[config.mk]
export PLATFORM = sky130hd
export DESIGN_NAME = spongent_sbox_stage
export DESIGN_NICKNAME = d
export VERILOG_FILES = /design/src/rtl/spongent_sbox_stage_pkg.sv /design/src/rtl/spongent_sbox4.sv /design/src/rtl/spongent_sbox_stage.sv
export SDC_FILE = /design/constraint.sdc
export NUM_CORES = 1
export LEC_CHECK = 0
export CAP_MARGIN = 20
export CORE_UTILIZATION = 49
export DETAILED_ROUTE_END_ITERATION = 10
export HOLD_SLACK_MARGIN = 0.02
export PLACE_DENSITY = 0.81
export SYNTH_ARGS = -nofsm -noshare
export SYNTH_HDL_FRONTEND = slang
export SYNTH_SLANG_ARGS = --single-unit
[constraint.sdc]
create_clock -name clk -period 2.8 [get_ports clk]
set_input_delay 0.42 -clock clk [delete_from_list [all_inputs] [get_ports clk]]
set_output_delay 0.42 -clock clk [all_outputs]
set_load 0.005 [all_outputs]
[src/rtl/spongent_sbox_stage_pkg.sv]
// Spongent-88 constants shared by the sBoxLayer stage and its S-box.
package spongent_sbox_stage_pkg;

    localparam int             NSBOX_DEF   = 11;
    localparam int             ROUNDS_DEF  = 45;
    localparam int             LC_W_DEF    = 6;
    localparam logic [5:0]     LC_INIT_DEF = 6'h05;

    // Spongent 4-bit S-box, entry i lives in nibble i (LSB nibble = S[0]).
    // S = E,D,B,0,2,1,4,F,7,A,8,5,9,C,3,6
    localparam logic [63:0]    SBOX_TBL    = 64'h63C9_58A7_F412_0BDE;

endpackage

[src/rtl/spongent_sbox4.sv]
// Combinational 4-bit Spongent S-box lookup.
module spongent_sbox4
    import spongent_sbox_stage_pkg::*;
(
    input  logic [3:0] a,
    output logic [3:0] y
);

    assign y = SBOX_TBL[{a, 2'b00} +: 4];

endmodule

[src/rtl/spongent_sbox_stage.sv]
// Byte-serial sBoxLayer stage: adds lCounter (and its reversal) into the
// first/last byte of each round frame, substitutes both nibbles, and hands
// the byte plus its index to pLayer through a single registered stage.
module spongent_sbox_stage
    import spongent_sbox_stage_pkg::*;
#(
    parameter int              NSBOX   = NSBOX_DEF,
    parameter int              ROUNDS  = ROUNDS_DEF,
    parameter int              LC_W    = LC_W_DEF,
    parameter logic [LC_W-1:0] LC_INIT = LC_INIT_DEF
) (
    input  logic        clk,
    input  logic        rst,
    input  logic        start,
    input  logic        in_valid,
    input  logic [7:0]  in_data,
    output logic        in_ready,
    output logic        out_valid,
    output logic [7:0]  out_data,
    output logic [31:0] out_index,
    input  logic        out_ready,
    output logic        round_last,
    output logic        done
);

    localparam int IDX_W = (NSBOX  > 1) ? $clog2(NSBOX)  : 1;
    localparam int RND_W = (ROUNDS > 1) ? $clog2(ROUNDS) : 1;
    localparam logic [IDX_W-1:0] IDX_LAST = IDX_W'(NSBOX - 1);
    localparam logic [RND_W-1:0] RND_LAST = RND_W'(ROUNDS - 1);

    function automatic logic [7:0] rev8(input logic [7:0] v);
        logic [7:0] r;
        for (int i = 0; i < 8; i++) r[i] = v[7-i];
        return r;
    endfunction

    function automatic logic [LC_W-1:0] lfsr_step(input logic [LC_W-1:0] v);
        return {v[LC_W-2:0], v[LC_W-1] ^ v[LC_W-2]};
    endfunction

    logic [IDX_W-1:0] idx, cur_idx;
    logic [RND_W-1:0] round, cur_round;
    logic [LC_W-1:0]  lc, cur_lc;
    logic [7:0]       lc8, x;
    logic [3:0]       s_hi, s_lo;
    logic             accept, frame_end;

    assign in_ready = !out_valid || out_ready;
    assign accept   = in_valid && in_ready;

    // start overrides the running counters for the byte accepted alongside it
    always_comb begin
        cur_idx   = start ? '0      : idx;
        cur_round = start ? '0      : round;
        cur_lc    = start ? LC_INIT : lc;
        lc8       = {{(8-LC_W){1'b0}}, cur_lc};
        x         = in_data;
        if (cur_idx == '0)      x = x ^ lc8;
        if (cur_idx == IDX_LAST) x = x ^ rev8(lc8);
        frame_end = (cur_idx == IDX_LAST);
    end

    spongent_sbox4 u_sbox_hi (.a(x[7:4]), .y(s_hi));
    spongent_sbox4 u_sbox_lo (.a(x[3:0]), .y(s_lo));

    // output register, byte index / round / lCounter bookkeeping, done pulse
    always_ff @(posedge clk or posedge rst) begin
        if (rst) begin
            out_valid  <= 1'b0;
            out_data   <= '0;
            out_index  <= '0;
            round_last <= 1'b0;
            done       <= 1'b0;
            idx        <= '0;
            round      <= '0;
            lc         <= LC_INIT;
        end else begin
            done <= out_valid && out_ready && round_last;
            if (accept) begin
                out_valid  <= 1'b1;
                out_data   <= {s_hi, s_lo};
                out_index  <= {{(32-IDX_W){1'b0}}, cur_idx};
                round_last <= frame_end && (cur_round == RND_LAST);
                if (frame_end) begin
                    idx <= '0;
                    if (cur_round == RND_LAST) begin
                        round <= '0;
                        lc    <= LC_INIT;
                    end else begin
                        round <= cur_round + 1'b1;
                        lc    <= lfsr_step(cur_lc);
                    end
                end else begin
                    idx   <= cur_idx + 1'b1;
                    round <= cur_round;
                    lc    <= cur_lc;
                end
            end else begin
                if (out_ready) begin
                    out_valid  <= 1'b0;
                    round_last <= 1'b0;
                end
                if (start) begin
                    idx   <= '0;
                    round <= '0;
                    lc    <= LC_INIT;
                end
            end
        end
    end

endmodule

==> report_table.html <==
<table>
<tr><th>Metric</th><th>Value</th></tr>
<tr><th colspan="2">Global route</th></tr>
<tr><td>Largest net degree at the start of global routing</td><td>32</td></tr>
<tr><td>Tot GR Track Use</td><td>20.0%</td></tr>
<tr><td>Global-route wire length before repair</td><td>7.60 mm</td></tr>
<tr><td>Gr ovfl total</td><td>0</td></tr>
<tr><td>Number of global-route vias before repair</td><td>1,656</td></tr>
<tr><td>Antenna violations before repair</td><td>0</td></tr>
<tr><th colspan="2">Synthesis</th></tr>
<tr><td>Total of warnings raised by yosys</td><td>0</td></tr>
<tr><td>Share of the synthesized area in compound gates (AO/OA/AOI/OAI)</td><td>15.1%</td></tr>
<tr><td>FFs w/ async S/R, synth</td><td>between 90% and 100%</td></tr>
<tr><td>Post-synthesis xor/xnor area fraction</td><td>5.97%</td></tr>
<tr><td>Post-synthesis mux area share</td><td>4.15%</td></tr>
<tr><td>Synthesis-stage register bit count</td><td>31</td></tr>
<tr><td>Most used flip-flop cell after synthesis</td><td>sky130_fd_sc_hd__dfrtp_1</td></tr>
<tr><td>Mean post-synth cell area</td><td>9.17 µm²</td></tr>
<tr><td>Sequential element share of the synthesized area</td><td>35.4%</td></tr>
<tr><td>Area of the mapped netlist</td><td>between 2000 and 2500 µm²</td></tr>
<tr><td>Post-synthesis share of cell area spent on and, or, nand and nor gates</td><td>between 20% and 30%</td></tr>
<tr><td>Number of distinct library cell variants in the gate-level netlist after synthesis</td><td>54</td></tr>
<tr><td>Largest family of logic cells by synthesized area</td><td>simple AND/OR/NAND/NOR gates</td></tr>
<tr><td>Post-Synthesis Cells</td><td>240</td></tr>
<tr><td>Post-synthesis adder-cell area fraction</td><td>2.84%</td></tr>
<tr><td>EDFF count, synth</td><td>0</td></tr>
<tr><th colspan="2">Placement</th></tr>
<tr><td>Number of buffers inserted by port buffering</td><td>28</td></tr>
<tr><td>Area of placed instances</td><td>2440 µm²</td></tr>
<tr><td>Weighted congestion at the end of routability-driven global placement</td><td>a little over 0.8</td></tr>
<tr><td>Sum of net half-perimeters after detailed placement</td><td>just over 3 mm</td></tr>
<tr><td>Number of cells in the design after placement</td><td>320</td></tr>
<tr><th colspan="2">Route</th></tr>
<tr><td>Routed wire per std cell</td><td>13.1 µm</td></tr>
<tr><td>Initial DRC Count</td><td>139</td></tr>
<tr><td>Number of remaining DRC errors</td><td>0</td></tr>
<tr><td>Remaining antenna violation count after routing</td><td>0</td></tr>
<tr><td>1st-pass router iterations</td><td>4</td></tr>
<tr><td>Final wirelength</td><td>4.31 mm</td></tr>
<tr><td>Vias per inst</td><td>roughly 5.4</td></tr>
<tr><td>Number of vias in the routed layout</td><td>1,765</td></tr>
<tr><th colspan="2">Hold path</th></tr>
<tr><td>Source of the worst hold timing path</td><td>lc[1]$_DFF_PP0_</td></tr>
<tr><td>Depth of the worst hold-timing path</td><td>2</td></tr>
<tr><td>Classification of the worst-slack hold path</td><td>flop to flop</td></tr>
<tr><td>Endpoint of the worst hold-timing path</td><td>lc[1]$_DFF_PP0_</td></tr>
<tr><th colspan="2">Setup path</th></tr>
<tr><td>Largest fanout on the critical path</td><td>3</td></tr>
<tr><td>Number of cells traversed by the worst register-to-register path</td><td>7</td></tr>
<tr><td>End of the worst register-to-register path</td><td>out_data[3]$_DFFE_PP0P_</td></tr>
<tr><td>Setup slack of the most critical reg-to-reg path</td><td>0.52 ns</td></tr>
<tr><td>Critical Path Source Type</td><td>primary input</td></tr>
<tr><td>Data required time of the critical path</td><td>2.96 ns</td></tr>
<tr><td>Data arrival time of the critical path</td><td>2.44 ns</td></tr>
<tr><td>Worst R2R Start</td><td>idx[1]$_DFF_PP0_</td></tr>
<tr><td>Endpoint class of the critical path</td><td>flop</td></tr>
<tr><td>Type of the setup path with the least slack</td><td>primary input to flop</td></tr>
<tr><th colspan="2">Timing</th></tr>
<tr><td>Number of hold violations in the final report</td><td>0</td></tr>
<tr><td>Max frequency</td><td>439 MHz</td></tr>
<tr><td>Clock skew</td><td>0.00444 ns</td></tr>
<tr><td>Aggregate negative setup slack</td><td>0 ns</td></tr>
<tr><td>Max-slew violations</td><td>0</td></tr>
<tr><td>Transition time at the pin with the least slew margin</td><td>0.589 ns</td></tr>
<tr><td>Clock period minus worst slack</td><td>2.28 ns</td></tr>
<tr><td>Relative slew slack</td><td>60.5%</td></tr>
<tr><td>Period utilization</td><td>81.4%</td></tr>
<tr><td>RSZ-0062 raised after global routing</td><td>false</td></tr>
<tr><td>Total of endpoints with negative setup slack in the final report</td><td>0</td></tr>
<tr><th colspan="2">Clocking</th></tr>
<tr><td>Number of buffers added for setup after CTS</td><td>0</td></tr>
<tr><td>Clock slew at the register clock pins of the worst setup and hold paths</td><td>about 0.070 ns</td></tr>
<tr><td>Number of sinks on the clock net</td><td>31</td></tr>
<tr><td>Post-cts hold buffer count</td><td>0</td></tr>
<tr><td>Number of levels the H-tree was split into</td><td>2</td></tr>
<tr><td>Bufs on Longest Clock Path</td><td>2</td></tr>
<tr><td>TritonCTS clock tree</td><td>yes</td></tr>
<tr><td>Inserted Clock Buffers</td><td>5</td></tr>
<tr><td>Clock insertion delay at the later pin of the skew report</td><td>around 0.29 ns</td></tr>
<tr><td>Number of instances resized during post-cts repair</td><td>0</td></tr>
<tr><td>CTS root buf</td><td>sky130_fd_sc_hd__clkbuf_8</td></tr>
<tr><th colspan="2">Power and ir drop</th></tr>
<tr><td>Peak supply drop</td><td>approximately 0.00019 V</td></tr>
<tr><td>Power density cells</td><td>between 400 and 500 nW/µm²</td></tr>
<tr><td>Lkg Pwr</td><td>0.00111 µW</td></tr>
<tr><td>Total power</td><td>1220 µW</td></tr>
<tr><th colspan="2">Run</th></tr>
<tr><td>Number of max-cap violations</td><td>0</td></tr>
<tr><th colspan="2">Floorplanning</th></tr>
<tr><td>DIE HEIGHT</td><td>69.0 µm</td></tr>
<tr><td>Die Wd</td><td>a little under 70 µm</td></tr>
<tr><td>I/O pin cnt</td><td>57</td></tr>
<tr><td>Starting density of the core</td><td>between 50% and 60%</td></tr>
<tr><td>Rows</td><td>24</td></tr>
<tr><td>Total Die Area</td><td>4760 µm²</td></tr>
<tr><td>Core footprint</td><td>4320 µm²</td></tr>
<tr><th colspan="2">Outcome</th></tr>
<tr><td>Status</td><td>finished, final reports clean</td></tr>
<tr><th colspan="2">Cells and area</th></tr>
<tr><td>Post-layout instance area</td><td>approximately 2600 µm²</td></tr>
<tr><td>Final core utilization</td><td>59.2%</td></tr>
<tr><td>Final layout net count</td><td>293</td></tr>
<tr><td>Non-Filler Instances</td><td>328</td></tr>
<tr><td>FILL cells</td><td>379</td></tr>
<tr><td>Ratio of cells with drive above 1 in the final layout</td><td>12.7%</td></tr>
<tr><td>Diodes inserted</td><td>0</td></tr>
<tr><td>Syn-to-layout area delta</td><td>16.3%</td></tr>
</table>
worst max path at each step:
stage	from	to	slack, ns
after floorplan	idx[0]$_DFF_PP0_	out_data[7]$_DFFE_PP0P_	0.67
after global placement	start	out_data[5]$_DFFE_PP0P_	0.28
after detailed placement	start	out_data[7]$_DFFE_PP0P_	0.25
after CTS	start	out_data[4]$_DFFE_PP0P_	0.54
after global routing	idx[1]$_DFF_PP0_	out_data[7]$_DFFE_PP0P_	0.34
final	start	out_data[7]$_DFFE_PP0P_	0.52
area by class of cell:
cell class                 count  area [µm²]  share of cell area, %
multi-input combinational    189        1200                   46.9
sequential                    31         778                   30.4
inverter                       9        33.8                   1.32
tap                           52        65.1                   2.54
clock buffer                   6        82.6                   3.23
timing repair buffer          39         363                   14.2
clock inverter                 2        35.0                   1.37
power breakdown:
part	switching, µW	total (µW)	internal (µW)
clock	176	464	288
combinational	119	254	135
sequential	22.8	500	478
flip-flops by register name (all words and copies together), names as in the netlist:
| signal | count |
|---|---|
| round_last | 1 |
| idx | 4 |
| out_data | 8 |
| round | 6 |
| done | 1 |
| out_index | 4 |
| out_valid | 1 |
| lc | 6 |
synthesized netlist by cell type (3+ instances only):
cell type | count | area, µm²
sky130_fd_sc_hd__inv_1 | 9 | 33.8
sky130_fd_sc_hd__buf_6 | 5 | 56.3
sky130_fd_sc_hd__xor2_1 | 5 | 43.8
sky130_fd_sc_hd__and3_1 | 3 | 18.8
sky130_fd_sc_hd__xnor2_1 | 5 | 43.8
sky130_fd_sc_hd__dfrtp_1 | 29 | 726
sky130_fd_sc_hd__nor2b_1 | 4 | 25.0
sky130_fd_sc_hd__o21ai_0 | 15 | 75.1
sky130_fd_sc_hd__o31ai_1 | 3 | 22.5
sky130_fd_sc_hd__buf_4 | 29 | 218
sky130_fd_sc_hd__nand3_1 | 14 | 70.1
sky130_fd_sc_hd__ha_1 | 5 | 62.6
sky130_fd_sc_hd__and2_1 | 6 | 37.5
sky130_fd_sc_hd__nand2b_1 | 4 | 25.0
sky130_fd_sc_hd__a21oi_1 | 9 | 45.0
sky130_fd_sc_hd__clkbuf_1 | 4 | 15.0
sky130_fd_sc_hd__nand2_1 | 21 | 78.8
sky130_fd_sc_hd__mux2i_1 | 8 | 80.1
sky130_fd_sc_hd__nor2_1 | 18 | 67.6
logic make-up (layout without fill, tap and decap cells):
group	after synthesis	count (layout)
buffers and inverters	47	56
XOR/XNOR	12	12
AND/OR/NAND/NOR	87	87
adder cells (fa/ha/maj)	5	5
AO/OA/AOI/OAI	48	48
flip-flops	31	31
multiplexers	9	9
other	1	28
placed cells by master (no fill, tap or decap), drive strengths merged, types with 4 or more instances in the layout:
master         count
a21oi              9
mux2i              8
inv                9
buf               11
o21ai             15
ha                 5
nor2              19
xnor2              6
nand2b             5
xor2               6
clkbuf             6
clkdlybuf4s50     28
dfrtp             29
and2               7
nand3             14
nand2             21
conb              28
nor2b              4
per-layer routing:
layer / track usage, % / part of all wire [%] / vias to the layer above
li1: - / - / 851
met2: 33.5 / 50 / 66
met1: 25.1 / 43 / 840
met3: 4.24 / 5.2 / 8
met5: 0 / 0 / -
met4: 7.71 / 1.7 / 0
metrics by stage:
step	setup slack, ns	hold WS (ns)
2_1_floorplan	0.667	0.442
3_3_place_gp	0.284	0.461
3_5_place_dp	0.249	0.469
4_1_cts	0.536	0.485
5_1_grt	0.338	0.533
6_report	0.522	0.477
worst max-delay path, stage by stage:
cell	delay [ns]
sky130_fd_sc_hd__clkdlybuf4s50_1	0.44
sky130_fd_sc_hd__or3_4	0.42
sky130_fd_sc_hd__a21oi_1	0.28
sky130_fd_sc_hd__xor2_1	0.23
sky130_fd_sc_hd__ha_1	0.27
sky130_fd_sc_hd__inv_1	0.06
sky130_fd_sc_hd__mux2i_1	0.06
sky130_fd_sc_hd__a22oi_1	0.16
sky130_fd_sc_hd__o21ai_0	0.11
No activity file was read; power rests on OpenSTA's default activity.
